[config.mk]
export PLATFORM = sky130hd
export DESIGN_NAME = rom_port_arbiter
export DESIGN_NICKNAME = d
export VERILOG_FILES = /design/src/rtl/rom_arb_pkg.sv /design/src/rtl/rom_rr_picker.sv /design/src/rtl/rom_port_arbiter.sv
export SDC_FILE = /design/constraint.sdc
export NUM_CORES = 1
export LEC_CHECK = 0
export CORE_ASPECT_RATIO = 0.9
export CORE_UTILIZATION = 49
export CTS_BUF_LIST = sky130_fd_sc_hd__clkbuf_8
export CTS_CLUSTER_DIAMETER = 80
export DETAILED_ROUTE_END_ITERATION = 7
export GPL_TIMING_DRIVEN = 0
export PLACE_DENSITY = 0.85
export SLEW_MARGIN = 20
export SYNTH_ARGS = -nofsm -noshare
export SYNTH_HDL_FRONTEND = slang
export SYNTH_SLANG_ARGS = --single-unit
[constraint.sdc]
create_clock -name clk -period 3.4 [get_ports clk]
set_input_delay 0.85 -clock clk [delete_from_list [all_inputs] [get_ports clk]]
set_output_delay 0.85 -clock clk [all_outputs]
set_load 0.005 [all_outputs]
[src/rtl/rom_arb_pkg.sv]
// rom_arb_pkg: shared types and constants for the ROM port arbiter.
// Latency: n/a (declarations only).
// Backpressure: n/a.
package rom_arb_pkg;

  typedef enum logic [1:0] {
    IDLE  = 2'd0,
    READ  = 2'd1,
    WRITE = 2'd2,
    ACK   = 2'd3
  } arb_state_e;

  localparam int         ROM_WORD_W = 32;
  localparam logic [1:0] LANE_LAST  = 2'd3;

endpackage

[src/rtl/rom_rr_picker.sv]
// rom_rr_picker: combinational pick of the next read requester, searching upward from ptr+1 with wrap.
// Latency: combinational, zero cycles.
// Backpressure: none; the caller decides when a pick is consumed.
// Ports: req (request vector), ptr (last granted index) -> gnt (one-hot), gnt_idx (binary), vld (any grant).
// Config: ROM_ARB_FIXED_PRIO_EN makes requester 0 win outright whenever it requests.
module rom_rr_picker
  import rom_arb_pkg::*;
#(
  parameter int NUM_REQ = 3,
  parameter int PTR_W   = (NUM_REQ > 1) ? $clog2(NUM_REQ) : 1
) (
  input  logic [NUM_REQ-1:0] req,
  input  logic [PTR_W-1:0]   ptr,
  output logic [NUM_REQ-1:0] gnt,
  output logic [PTR_W-1:0]   gnt_idx,
  output logic               vld
);

  always_comb begin
    int idx;
    idx     = 0;
    gnt     = '0;
    gnt_idx = '0;
    vld     = 1'b0;
`ifdef ROM_ARB_FIXED_PRIO_EN
    // Requester 0 pre-empts the rotation; the remaining search only runs when it is idle.
    if (req[0]) begin
      gnt[0] = 1'b1;
      vld    = 1'b1;
    end
`endif
    for (int off = 1; off <= NUM_REQ; off++) begin
      idx = (int'(ptr) + off) % NUM_REQ;
      if (!vld && req[idx]) begin
        gnt[idx] = 1'b1;
        gnt_idx  = PTR_W'(idx);
        vld      = 1'b1;
      end
    end
  end

endmodule

[src/rtl/rom_port_arbiter.sv]
// rom_port_arbiter: shares one 32-bit memory port between NUM_REQ round-robin readers and a byte-packed download writer.
// Latency: rd_req seen in IDLE cycle t -> mem_req at t+1; mem_ack at t+1+k -> rd_ack at t+2+k; 4 cycles min between grants.
// Backpressure: readers hold rd_req until rd_ack; downloader stalls on dl_wait, a lane-3 byte during dl_wait is dropped and flags dl_overrun.
// Ports: clk, reset_n (async active-low); rd_req/rd_addr/rd_ack/rd_data read side;
//   dl_wr/dl_addr/dl_data/dl_wait/dl_overrun download side; mem_req/mem_we/mem_addr/mem_wdata/mem_ack/mem_rdata memory side.
// Config: ROM_ARB_FIXED_PRIO_EN gives requester 0 fixed priority over the round-robin of the others.
module rom_port_arbiter
  import rom_arb_pkg::*;
#(
  parameter int NUM_REQ = 3,
  parameter int ADDR_W  = 17
) (
  input  logic                      clk,
  input  logic                      reset_n,
  input  logic [NUM_REQ-1:0]        rd_req,
  input  logic [NUM_REQ*ADDR_W-1:0] rd_addr,
  output logic [NUM_REQ-1:0]        rd_ack,
  output logic [ROM_WORD_W-1:0]     rd_data,
  input  logic                      dl_wr,
  input  logic [ADDR_W+1:0]         dl_addr,
  input  logic [7:0]                dl_data,
  output logic                      dl_wait,
  output logic                      dl_overrun,
  output logic                      mem_req,
  output logic                      mem_we,
  output logic [ADDR_W-1:0]         mem_addr,
  output logic [ROM_WORD_W-1:0]     mem_wdata,
  input  logic                      mem_ack,
  input  logic [ROM_WORD_W-1:0]     mem_rdata
);

  localparam int PTR_W = (NUM_REQ > 1) ? $clog2(NUM_REQ) : 1;

  arb_state_e            state_q, state_d;
  logic [PTR_W-1:0]      ptr_q, ptr_d;
  logic [NUM_REQ-1:0]    gnt_q, gnt_d;
  logic [NUM_REQ-1:0]    rd_ack_q, rd_ack_d;
  logic [ROM_WORD_W-1:0] rd_data_q, rd_data_d;
  logic                  mem_req_q, mem_req_d;
  logic                  mem_we_q, mem_we_d;
  logic [ADDR_W-1:0]     mem_addr_q, mem_addr_d;
  logic [ROM_WORD_W-1:0] mem_wdata_q, mem_wdata_d;
  logic [2:0][7:0]       pack_q, pack_d;
  logic [ROM_WORD_W-1:0] wr_word_q, wr_word_d;
  logic [ADDR_W-1:0]     wr_addr_q, wr_addr_d;
  logic                  wr_pending_q, wr_pending_d;
  logic                  overrun_q, overrun_d;

  logic [NUM_REQ-1:0]    pick_gnt;
  logic [PTR_W-1:0]      pick_idx;
  logic                  pick_vld;

  rom_rr_picker #(
    .NUM_REQ (NUM_REQ),
    .PTR_W   (PTR_W)
  ) u_picker (
    .req     (rd_req),
    .ptr     (ptr_q),
    .gnt     (pick_gnt),
    .gnt_idx (pick_idx),
    .vld     (pick_vld)
  );

  always_comb begin
    state_d      = state_q;
    ptr_d        = ptr_q;
    gnt_d        = gnt_q;
    rd_ack_d     = '0;
    rd_data_d    = rd_data_q;
    mem_req_d    = 1'b0;
    mem_we_d     = mem_we_q;
    mem_addr_d   = mem_addr_q;
    mem_wdata_d  = mem_wdata_q;
    pack_d       = pack_q;
    wr_word_d    = wr_word_q;
    wr_addr_d    = wr_addr_q;
    wr_pending_d = wr_pending_q;
    overrun_d    = overrun_q;

    // mem_ack is only meaningful in READ/WRITE; in IDLE/ACK it falls through unused.
    unique case (state_q)
      IDLE: begin
        if (wr_pending_q) begin
          state_d     = WRITE;
          mem_req_d   = 1'b1;
          mem_we_d    = 1'b1;
          mem_addr_d  = wr_addr_q;
          mem_wdata_d = wr_word_q;
        end else if (pick_vld) begin
          state_d    = READ;
          mem_req_d  = 1'b1;
          mem_we_d   = 1'b0;
          mem_addr_d = rd_addr[int'(pick_idx)*ADDR_W +: ADDR_W];
          gnt_d      = pick_gnt;
`ifdef ROM_ARB_FIXED_PRIO_EN
          // Grants to the priority requester leave the rotation of the others untouched.
          if (!pick_gnt[0]) ptr_d = pick_idx;
`else
          ptr_d = pick_idx;
`endif
        end
      end
      READ: begin
        if (mem_ack) begin
          rd_data_d = mem_rdata;
          rd_ack_d  = gnt_q;
          state_d   = ACK;
        end
      end
      ACK: begin
        state_d = IDLE;
      end
      WRITE: begin
        if (mem_ack) begin
          wr_pending_d = 1'b0;
          state_d      = IDLE;
        end
      end
      default: state_d = IDLE;
    endcase

    // Download packing. Commit needs wr_pending_q low, so it never collides with the WRITE clear above.
    if (dl_wr) begin
      if (dl_addr[1:0] == LANE_LAST) begin
        if (!wr_pending_q) begin
          wr_word_d    = {dl_data, pack_q};
          wr_addr_d    = dl_addr[ADDR_W+1:2];
          wr_pending_d = 1'b1;
        end else begin
          overrun_d = 1'b1;
        end
      end else begin
        pack_d[dl_addr[1:0]] = dl_data;
      end
    end
  end

  always_ff @(posedge clk or negedge reset_n) begin
    if (!reset_n) begin
      state_q      <= IDLE;
      ptr_q        <= PTR_W'(NUM_REQ - 1);
      gnt_q        <= '0;
      rd_ack_q     <= '0;
      rd_data_q    <= '0;
      mem_req_q    <= 1'b0;
      mem_we_q     <= 1'b0;
      mem_addr_q   <= '0;
      mem_wdata_q  <= '0;
      pack_q       <= '0;
      wr_word_q    <= '0;
      wr_addr_q    <= '0;
      wr_pending_q <= 1'b0;
      overrun_q    <= 1'b0;
    end else begin
      state_q      <= state_d;
      ptr_q        <= ptr_d;
      gnt_q        <= gnt_d;
      rd_ack_q     <= rd_ack_d;
      rd_data_q    <= rd_data_d;
      mem_req_q    <= mem_req_d;
      mem_we_q     <= mem_we_d;
      mem_addr_q   <= mem_addr_d;
      mem_wdata_q  <= mem_wdata_d;
      pack_q       <= pack_d;
      wr_word_q    <= wr_word_d;
      wr_addr_q    <= wr_addr_d;
      wr_pending_q <= wr_pending_d;
      overrun_q    <= overrun_d;
    end
  end

  assign rd_ack     = rd_ack_q;
  assign rd_data    = rd_data_q;
  assign dl_wait    = wr_pending_q;
  assign dl_overrun = overrun_q;
  assign mem_req    = mem_req_q;
  assign mem_we     = mem_we_q;
  assign mem_addr   = mem_addr_q;
  assign mem_wdata  = mem_wdata_q;

endmodule

* Word-level counts from Yosys, hierarchy flattened
Cells that the tools add are included.
Widths: inputs -> output; s select.
** Storage, ports and cells
- Register bits after elaboration :: 168
- Latch bits :: 0
- Bits in writable memories :: 0
- ROM bits :: 0
- Output and inout bits :: 88
- Logic and storage cells :: 107
- Memories :: 0
** Operators by class
- $add $sub $neg :: 3
- Multipliers :: 1
- Div/mod/pow operators :: 3
- $lt $le $gt $ge :: 8
- Eq/ne operators :: 7
- Shift operators :: 1
- Mux-type cells :: 46
- Bitwise gates (word level) :: 4
- Reductions and logical operators :: 18
** Operator list (count)
- $ge 32x1->1 const B :: 3
- $lt 32x4->1 const B :: 3
- $mod 32x3->32 const B :: 3
- $shiftx 51x8->17 :: 1
- $mux 17 :: 2
- $bwmux 24 :: 1
- $mux 1 :: 22
- $demux 8 s2 :: 1
- $mux 3 :: 5
- $mux 2 :: 7
- $reduce_and 3->1 :: 4
- $mux 8 :: 1
- $pmux 2 s4 :: 1
- $reduce_and 2->1 :: 4
- $mul 2x5->7 const B :: 1
- $add 2x2->3 const B :: 2
- $bmux 1 s2 :: 3
- $demux 1 s2 :: 3
- $eq 2x2->1 const B :: 3
- $logic_and 1x1->1 :: 6
- $or 3x3->3 :: 2
- $ne 2x2->1 const B :: 2
- $add 2x1->3 const B :: 1
- $lt 2x3->1 const B :: 1
- 7 further kinds :: 9

* Longest topological paths before layout
- Word-level depth :: 16
- Gate-level depth with buffers :: 11
- Depth with buffers taken out :: 8

* Modules after synthesis
A second synthesis with hierarchy kept.
** Second synthesis, totals
- Cells, all modules :: 492
- Area total of the unflattened synthesis :: 7247.0 um2
** Modules (own cells, without submodules)
- rom_port_arbiter :: instances 1, cells each 452, area each 6965.4 um2, sequential area each 4205.3 um2
- rom_rr_picker :: instances 1, cells each 40, area each 281.5 um2, sequential area each 0.0 um2

* Worst setup path before layout
OpenSTA, ideal clock, no wires.
- Kind :: input -> register
- Start :: input rd_req[0]
- End :: register mem_addr_q[10] (netlist: mem_addr[10])
- Data arrival time :: 2.331 ns
- Slack :: 0.939 ns
- Stages :: 7
- Path buffers :: 1
- Cell sequence :: mux2_4 -> mux2_4 -> or3_4 -> nand2b_4 -> clkbuf_1 -> o21ai_0 -> a221oi_2
** Between the ends
- Longest elaborated chain between the ends :: 14
- Elaborated cells on any way between the ends :: 25
- Classes of those cells :: mul (1); shift (1); mux (17); reduce/logical (6)
** RTL lines
- from (decl) :: line rom_port_arbiter.sv:15 : input logic [NUM_REQ-1:0] rd_req,
- $bmux 1 s2 :: line rom_rr_picker.sv:34 : if (!vld && req[idx]) begin
- $mux 1 (not written as such) (2 in series) :: line rom_rr_picker.sv:34
- $mux 1 :: line rom_rr_picker.sv:34
- $logic_not 1->1 :: line rom_rr_picker.sv:34
- $logic_and 1x1->1 :: line rom_rr_picker.sv:34
- $mux 1 :: line rom_rr_picker.sv:34
- $logic_not 1->1 :: line rom_rr_picker.sv:34
- $logic_and 1x1->1 :: line rom_rr_picker.sv:34
- $mux 2 :: line rom_rr_picker.sv:34
- $mul 2x5->7 :: line rom_port_arbiter.sv:93 : mem_addr_d = rd_addr[int'(pick_idx)*ADDR_W +: ADDR_W];
- $shiftx 51x8->17 :: line rom_port_arbiter.sv:93
- $mux 17 :: line rom_port_arbiter.sv:89 : end else if (pick_vld) begin
- $mux 17 :: line rom_port_arbiter.sv:83 : if (wr_pending_q) begin
- to (signal assigned) :: line rom_port_arbiter.sv:162 : mem_addr_q <= mem_addr_d;
- to (decl) :: line rom_port_arbiter.sv:41 : logic [ADDR_W-1:0] mem_addr_q, mem_addr_d;
Several ways; a longest one is shown, not always the timed one. The select of a mux whose other input is x is not followed.
A chain may end at the register's enable or synchronous reset.

* Worst setup path after layout
- Start :: input rd_req[1]
- End :: register mem_addr_q[6] (netlist: mem_addr[6])
Same word-level chain as after synthesis.

==> impl_metrics.env <==
export IMPL_finalHoldViolCount=0
export IMPL_ff2ff_path_depth=9
export IMPL_wl_met3_mm=1.155
export IMPL_worstSkewPairLatency_ns=0.45
export IMPL_ys_ff_latch=168
export IMPL_dieHeight_microns=117.1
export IMPL_gp_congestion=0.9279
export IMPL_yosysWarningCount=0
export IMPL_num_io_pins=205
export IMPL_rows=41
export IMPL_drt_initial_drc_count=345
export IMPL_synth_edf_count=0
export IMPL_grt_max_degree=87
export IMPL_cts_tree="built"
export IMPL_cp_top_family="buffers and inverters"
export IMPL_syn_avg_cell_area_sq_um=13.50
export IMPL_synth_cells=534
export IMPL_total_power_mw=8.933
export IMPL_final_cell_area_sq_um=9955
export IMPL_syn_num_nets=655
export IMPL_slew_headroom_pct=50.29
export IMPL_worst_slew_pin_slew_ns=0.7423
export IMPL_crit_fanout=10
export IMPL_grt_usage_pct=23.54
export IMPL_wl_met1_mm=7.114
export IMPL_dr_wl_met2_mm=8.938
export IMPL_grt_setup_unrepaired="false"
export IMPL_fin_setup_tns_ns=0
export IMPL_critical_path_endpoint_type="register"
export IMPL_cts_root_buf="clkbuf_8"
export IMPL_grt_pass1_vias=5413
export IMPL_initial_core_util_pct=50.74
export IMPL_gr_total_overflow=0
export IMPL_areaGrowthSynthToFinish_pct=38.05
export IMPL_diodes=0
export IMPL_cts_made_buffers=17
export IMPL_firstDrtPassIters=5
export IMPL_drive_gt1_share_pct=25.81
export IMPL_slew_violations=0
export IMPL_clkTransAtPathRegs_ns=0.10
export IMPL_finish_utilization_pct=70.05
export IMPL_powerDensity_nw_per_um2=897.4
export IMPL_cp_num_buf_inv=2
export IMPL_reg2reg_to="mem_addr[6]"
export IMPL_die_area_sq_um=15210
export IMPL_synth_async_sr_flop_share_pct=100.0
export IMPL_fp_dieW_microns=129.9
export IMPL_clockBufferDepth=2
export IMPL_ant_nets=0
export IMPL_ys_flop_type="dfrtp_1"
export IMPL_wirelength_mm=17.44
export IMPL_route_detailed_drc=0
export IMPL_top_layer="met4"
export IMPL_numPortBuffers=204
export IMPL_layout_cells_non_filler=964
export IMPL_synth_distinct_cells=48
export IMPL_timing_hold_ws_ns=0.3665
export IMPL_fin_nets=879
export IMPL_r2r_start="ptr_q[1]"
export IMPL_cts_repair_resized=0
export IMPL_maxCapViolCount=0
export IMPL_antenna_found_initial=0
export IMPL_startpoint="rd_req[1]"
export IMPL_rrSetupSlack_ns=0.54
export IMPL_ir_drop_mv=0.5314
export IMPL_core_sq_um=14210
export IMPL_hp_class="in2async"
export IMPL_dr_total_vias=5133
export IMPL_critPathKind="in2reg"
export IMPL_netlist_area_sq_um=7211
export IMPL_grt_pass1_wl_mm=26.76
export IMPL_place_ws_ns=0.03250
export IMPL_finalCritPeriodShare_pct=87.41
export IMPL_cts_hold_buf=0
export IMPL_crit_required_ns=3.72
export IMPL_cp_slowest_stage_delay_ns=0.63
export IMPL_setup_slack_ns=0.4281
export IMPL_outcome="complete, no violations"
export IMPL_period_needed_ns=2.972
export IMPL_post_dp_cell_area_sq_um=9532
export IMPL_cellLeakagePower_nw=4.353
export IMPL_viasPerCell=5.325
export IMPL_cts_sinks=168
export IMPL_postCtsSetupBuffers=0
export IMPL_cp_slowest_cell="clkdlybuf4s50_1"
export IMPL_ys_seq_area_share_pct=58.32
export IMPL_htreeDepth=4
export IMPL_dp_cells=932
export IMPL_crit_chain="clkdlybuf4s50_1, mux2i_1, o21ai_0, nand2b_1, a21oi_1, nor4_2, buf_4, a221oi_1"
export IMPL_cp_start_kind="primary input"
export IMPL_hpwl_mm=12.67
export IMPL_wl_per_cell_microns=18.09
export IMPL_fmax_mhz=336.5
export IMPL_finalSetupViolations=0
export IMPL_fin_skew_ns=0.01497
export IMPL_crit_arrival_ns=3.29
[registers in the layout, summed over array words and instances, names as in the netlist]
| register | flops |
|---|---|
| dl_overrun | 1 |
| wr_addr_q | 17 |
| rd_data | 32 |
| mem_we | 1 |
| ptr_q | 2 |
| wr_word_q | 32 |
| mem_addr | 17 |
| pack_q | 24 |
| gnt_q | 3 |
| mem_req | 1 |
| rd_ack | 3 |
| dl_wait | 1 |
| state_q | 2 |
| mem_wdata | 32 |
[cell families after synthesis]
family                     share of synthesized area [%]
AOI/OAI and AO/OA                                  7.808
DFF                                                58.32
adders and majority gates                         0.6941
muxes                                              24.74
and+or+nand+nor                                    4.633
buffers and inverters                              3.800
[report_power, final]
part           total, mW  internal, mW  switching (mW)
Clock               1.50         0.706           0.796
Combinational       3.97          2.34            1.63
Sequential          3.46          2.92           0.538
Total               8.93          5.97            2.97
[worst max-delay path by stage]
stage	to	slack, ns	cells after the start
after floorplan	mem_addr[10]	0.94	7
after global placement	rd_data[20]	-4.93	1
after detailed placement	mem_addr[6]	0.03	8
after CTS	mem_addr[6]	0.51	8
after global routing	mem_addr[6]	0.33	8
final	mem_addr[6]	0.43	8
[final cells by class]
class	instances	area, sq um
Clock buffer	18	247.7
Fill cell	989	4255
Inverter	39	146.4
Sequential cell	168	4205
Buffer	23	127.6
Timing Repair Buffer	205	2074
Tap cell	193	241.5
Multi-Input combinational cell	304	2736
Clock inverter	14	175.2
[layout by cell type (no fill, tap or decap), types with 2 or more instances in the layout]
cell type	n
nor2b_1	2
clkinvlp_4	2
clkbuf_8	18
nor3_1	2
buf_1	5
buf_8	2
a221oi_2	9
a31oi_1	16
nand2_1	8
a21oi_1	5
dfrtp_1	167
clkbuf_1	12
a221oi_1	7
a32oi_1	2
nor2_1	32
inv_6	3
clkdlybuf4s50_1	203
inv_1	39
mux2_2	138
nand3b_1	5
mux2_4	2
a21boi_0	2
o31ai_1	2
o21ai_0	23
o21bai_1	2
ha_1	4
inv_8	5
buf_2	2
bufinv_16	2
nor3b_1	2
clkinv_4	2
mux2i_1	20
nand2b_1	2
[synth_stat cells, drive strengths merged (3+ instances only)]
cell	instances	share of area, %
inv	39	2.0
dfrtp	167	58
nand2b	3	0.36
nand3b	5	0.52
clkbuf	12	0.62
mux2	140	22
nor3b	3	0.31
nand2	9	0.57
a221oi	16	2.7
buf	11	1.1
nor2	33	1.8
a21oi	5	0.35
a31oi	16	1.4
mux2i	20	2.8
o21ai	25	1.8
ha	4	0.69
[metal layers]
layer	vias up	track usage (%)
met1	2587	27.75
met5	-	0
met3	22	7.636
met4	0	7.364
li1	2341	-
met2	183	41.07
Note: power is estimated with default switching activity, not from simulation.
==> variant, RTL diff (config.mk and constraints unchanged) <==
Put one more register stage on the output `dl_overrun`, with the module's reset. The value now appears one clock later. The other outputs are not delayed to match.
--- a/src/rtl/rom_port_arbiter.sv
+++ b/src/rtl/rom_port_arbiter.sv
@@ -172,7 +172,13 @@
   assign rd_ack     = rd_ack_q;
   assign rd_data    = rd_data_q;
   assign dl_wait    = wr_pending_q;
-  assign dl_overrun = overrun_q;
+  always_ff @(posedge clk or negedge reset_n) begin
+    if (!reset_n) begin
+      dl_overrun <= '0;
+    end else begin
+      dl_overrun <= overrun_q;
+    end
+  end
   assign mem_req    = mem_req_q;
   assign mem_we     = mem_we_q;
   assign mem_addr   = mem_addr_q;
Check against the original RTL: not equivalent (Yosys sat finds a counterexample within 4 cycles, from zero or initial values and one cycle with reset_n low).
==> variant against the original RTL <==
Setup slack improved by 5.1 ps; wire length shrank 3.1%; fmax grew 0.17%; largest cell class unchanged; sequential cell count is 1 higher; die area increased by 0.41%; largest power group unchanged; total power is 0.50% lower; final area rose by 0.41%; first-iteration DRC count shrank 19%; area after synthesis rose by 0.42%.
==> variant: results (changes against the original RTL) <==
| Metric | Value |
|---|---|
| Initial DRT Pass Iterations | 6 (+1) |
| Met1 Track Usage GR | 29.8% (+2.0 points) |
| Met2 Usage GRT | 38.8% (-2.3 points) |
| Vias in the first global route | 5408 (-0.092%) |
| Mapped Nets | 655 (unchanged) |
| H-tree depth | 4 (unchanged) |
| Per-cell routed wire length | 17.5 um (-3.1%) |
| Starting DRT DRC Count | 281 (-19%) |
| Pin count of the biggest net entering global routing | 92 (+5.7%) |
| Pleak | 4.37 nW (+0.41%) |
| Routability Congestion | 0.871 (-6.1%) |
| Status | finished clean |
| CTS buffer count | 17 (unchanged) |
| Skew final | 16.9 ps (+1.89 ps) |
| Root buf cell | clkbuf_8 |
| Half-perimeter wire length after placement | 12.6 mm (-0.53%) |
| Grt met3 use | 7.25% (-0.38 points) |
| Worst VDD drop | 0.000698 V (+31%) |
| Via Count | 5155 (+0.43%) |
| Clk_lat worst skew | 450 ps (about the same) |
| Placed Area | 9560 um^2 (+0.32%) |
| Synth area leaders | dfrtp_1, mux2_2, mux2i_1 |
| Switching pwr | 2.99 mW (+0.69%) |
| Worst Max-Slew Pin Slew | 769 ps (+26.9 ps) |
| Synth top cells by count | dfrtp_1, mux2_2, inv_1, nor2_1, mux2i_1 |
| First-pass GRT wire length | 27.4 mm (+2.3%) |
| CP max FO | 10 (unchanged) |
| Fin. Hold Viols | 0 (unchanged) |
| GRT Total Usage | 23.5% (-0.037 points) |
| Register area share after synthesis | 58.4% (+0.10 points) |
| Share of cells above drive strength 1 | 24.5% (-1.3 points) |
[variant: logic make-up (layout without fill, tap and decap cells)]
| family | after synthesis | after routing | share of synthesized area (%) |
|---|---|---|---|
| and+or+nand+nor | 62 | 62 | 4.56 |
| DFF | 169 | 169 | 58.4 |
| buffers and inverters | 63 | 300 | 3.99 |
| muxes | 159 | 159 | 24.5 |
| AOI/OAI and AO/OA | 77 | 77 | 7.85 |
| adders and majority gates | 4 | 4 | 0.691 |
[variant: power by group through the flow]
stage | logic [mW] | clock network [mW] | registers (mW)
global route | 4.29 | 1.63 | 3.55
floorplan | 2.21 | 0 | 3.40
CTS | 3.99 | 1.54 | 3.44
detailed placement | 3.97 | 0 | 3.48
global placement | 3.83 | 0 | 3.42
finish | 3.96 | 1.49 | 3.44
[variant: per-layer routing]
metal	part of all wire [%]	vias to the layer above
li1	-	2353
met1	41	2638
met2	50	147
met3	7.0	17
met4	1.2	0
met5	0	-
[variant: path summary, 6_finish.rpt]
check / from / end / slack, ps / cells after the start
min in group clk: overrun_q / dl_overrun / 400 / 0
max in group asynchronous: reset_n / state_q[0] / 2200 / 2
hold reg to reg: overrun_q / dl_overrun / 400 / 0
hold / removal: reset_n / mem_wdata[13] / 390 / 1
setup reg to reg: ptr_q[1] / mem_addr[6] / 510 / 9
setup / recovery: rd_req[2] / mem_addr[6] / 430 / 7
[variant: critical path, stage by stage]
cell             delay (ps)
clkdlybuf4s50_1         610
mux2i_1                 150
o21ai_1                 420
a21oi_1                 100
nor4_2                  590
buf_2                   430
a221oi_1                130
[variant: area by class of cell]
type                       instances  area [um^2]
clock inverter                    15          200
buffer                            24          143
multi-input combinational        302         2730
clock buffer                      17          234
tap                              193          241
fill                            1009         4210
inverter                          39          146
timing repair buffer             205         2070
sequential                       169         4230
[variant: metrics by stage]
| step | hold WS (ps) | worst slack, ps |
|---|---|---|
| CTS | 396 | 494 |
| detailed placement | 374 | -10.1 |
| global route | 404 | 266 |
| finish | 386 | 433 |
| floorplan | 355 | 976 |
| global placement | 369 | -5010 |
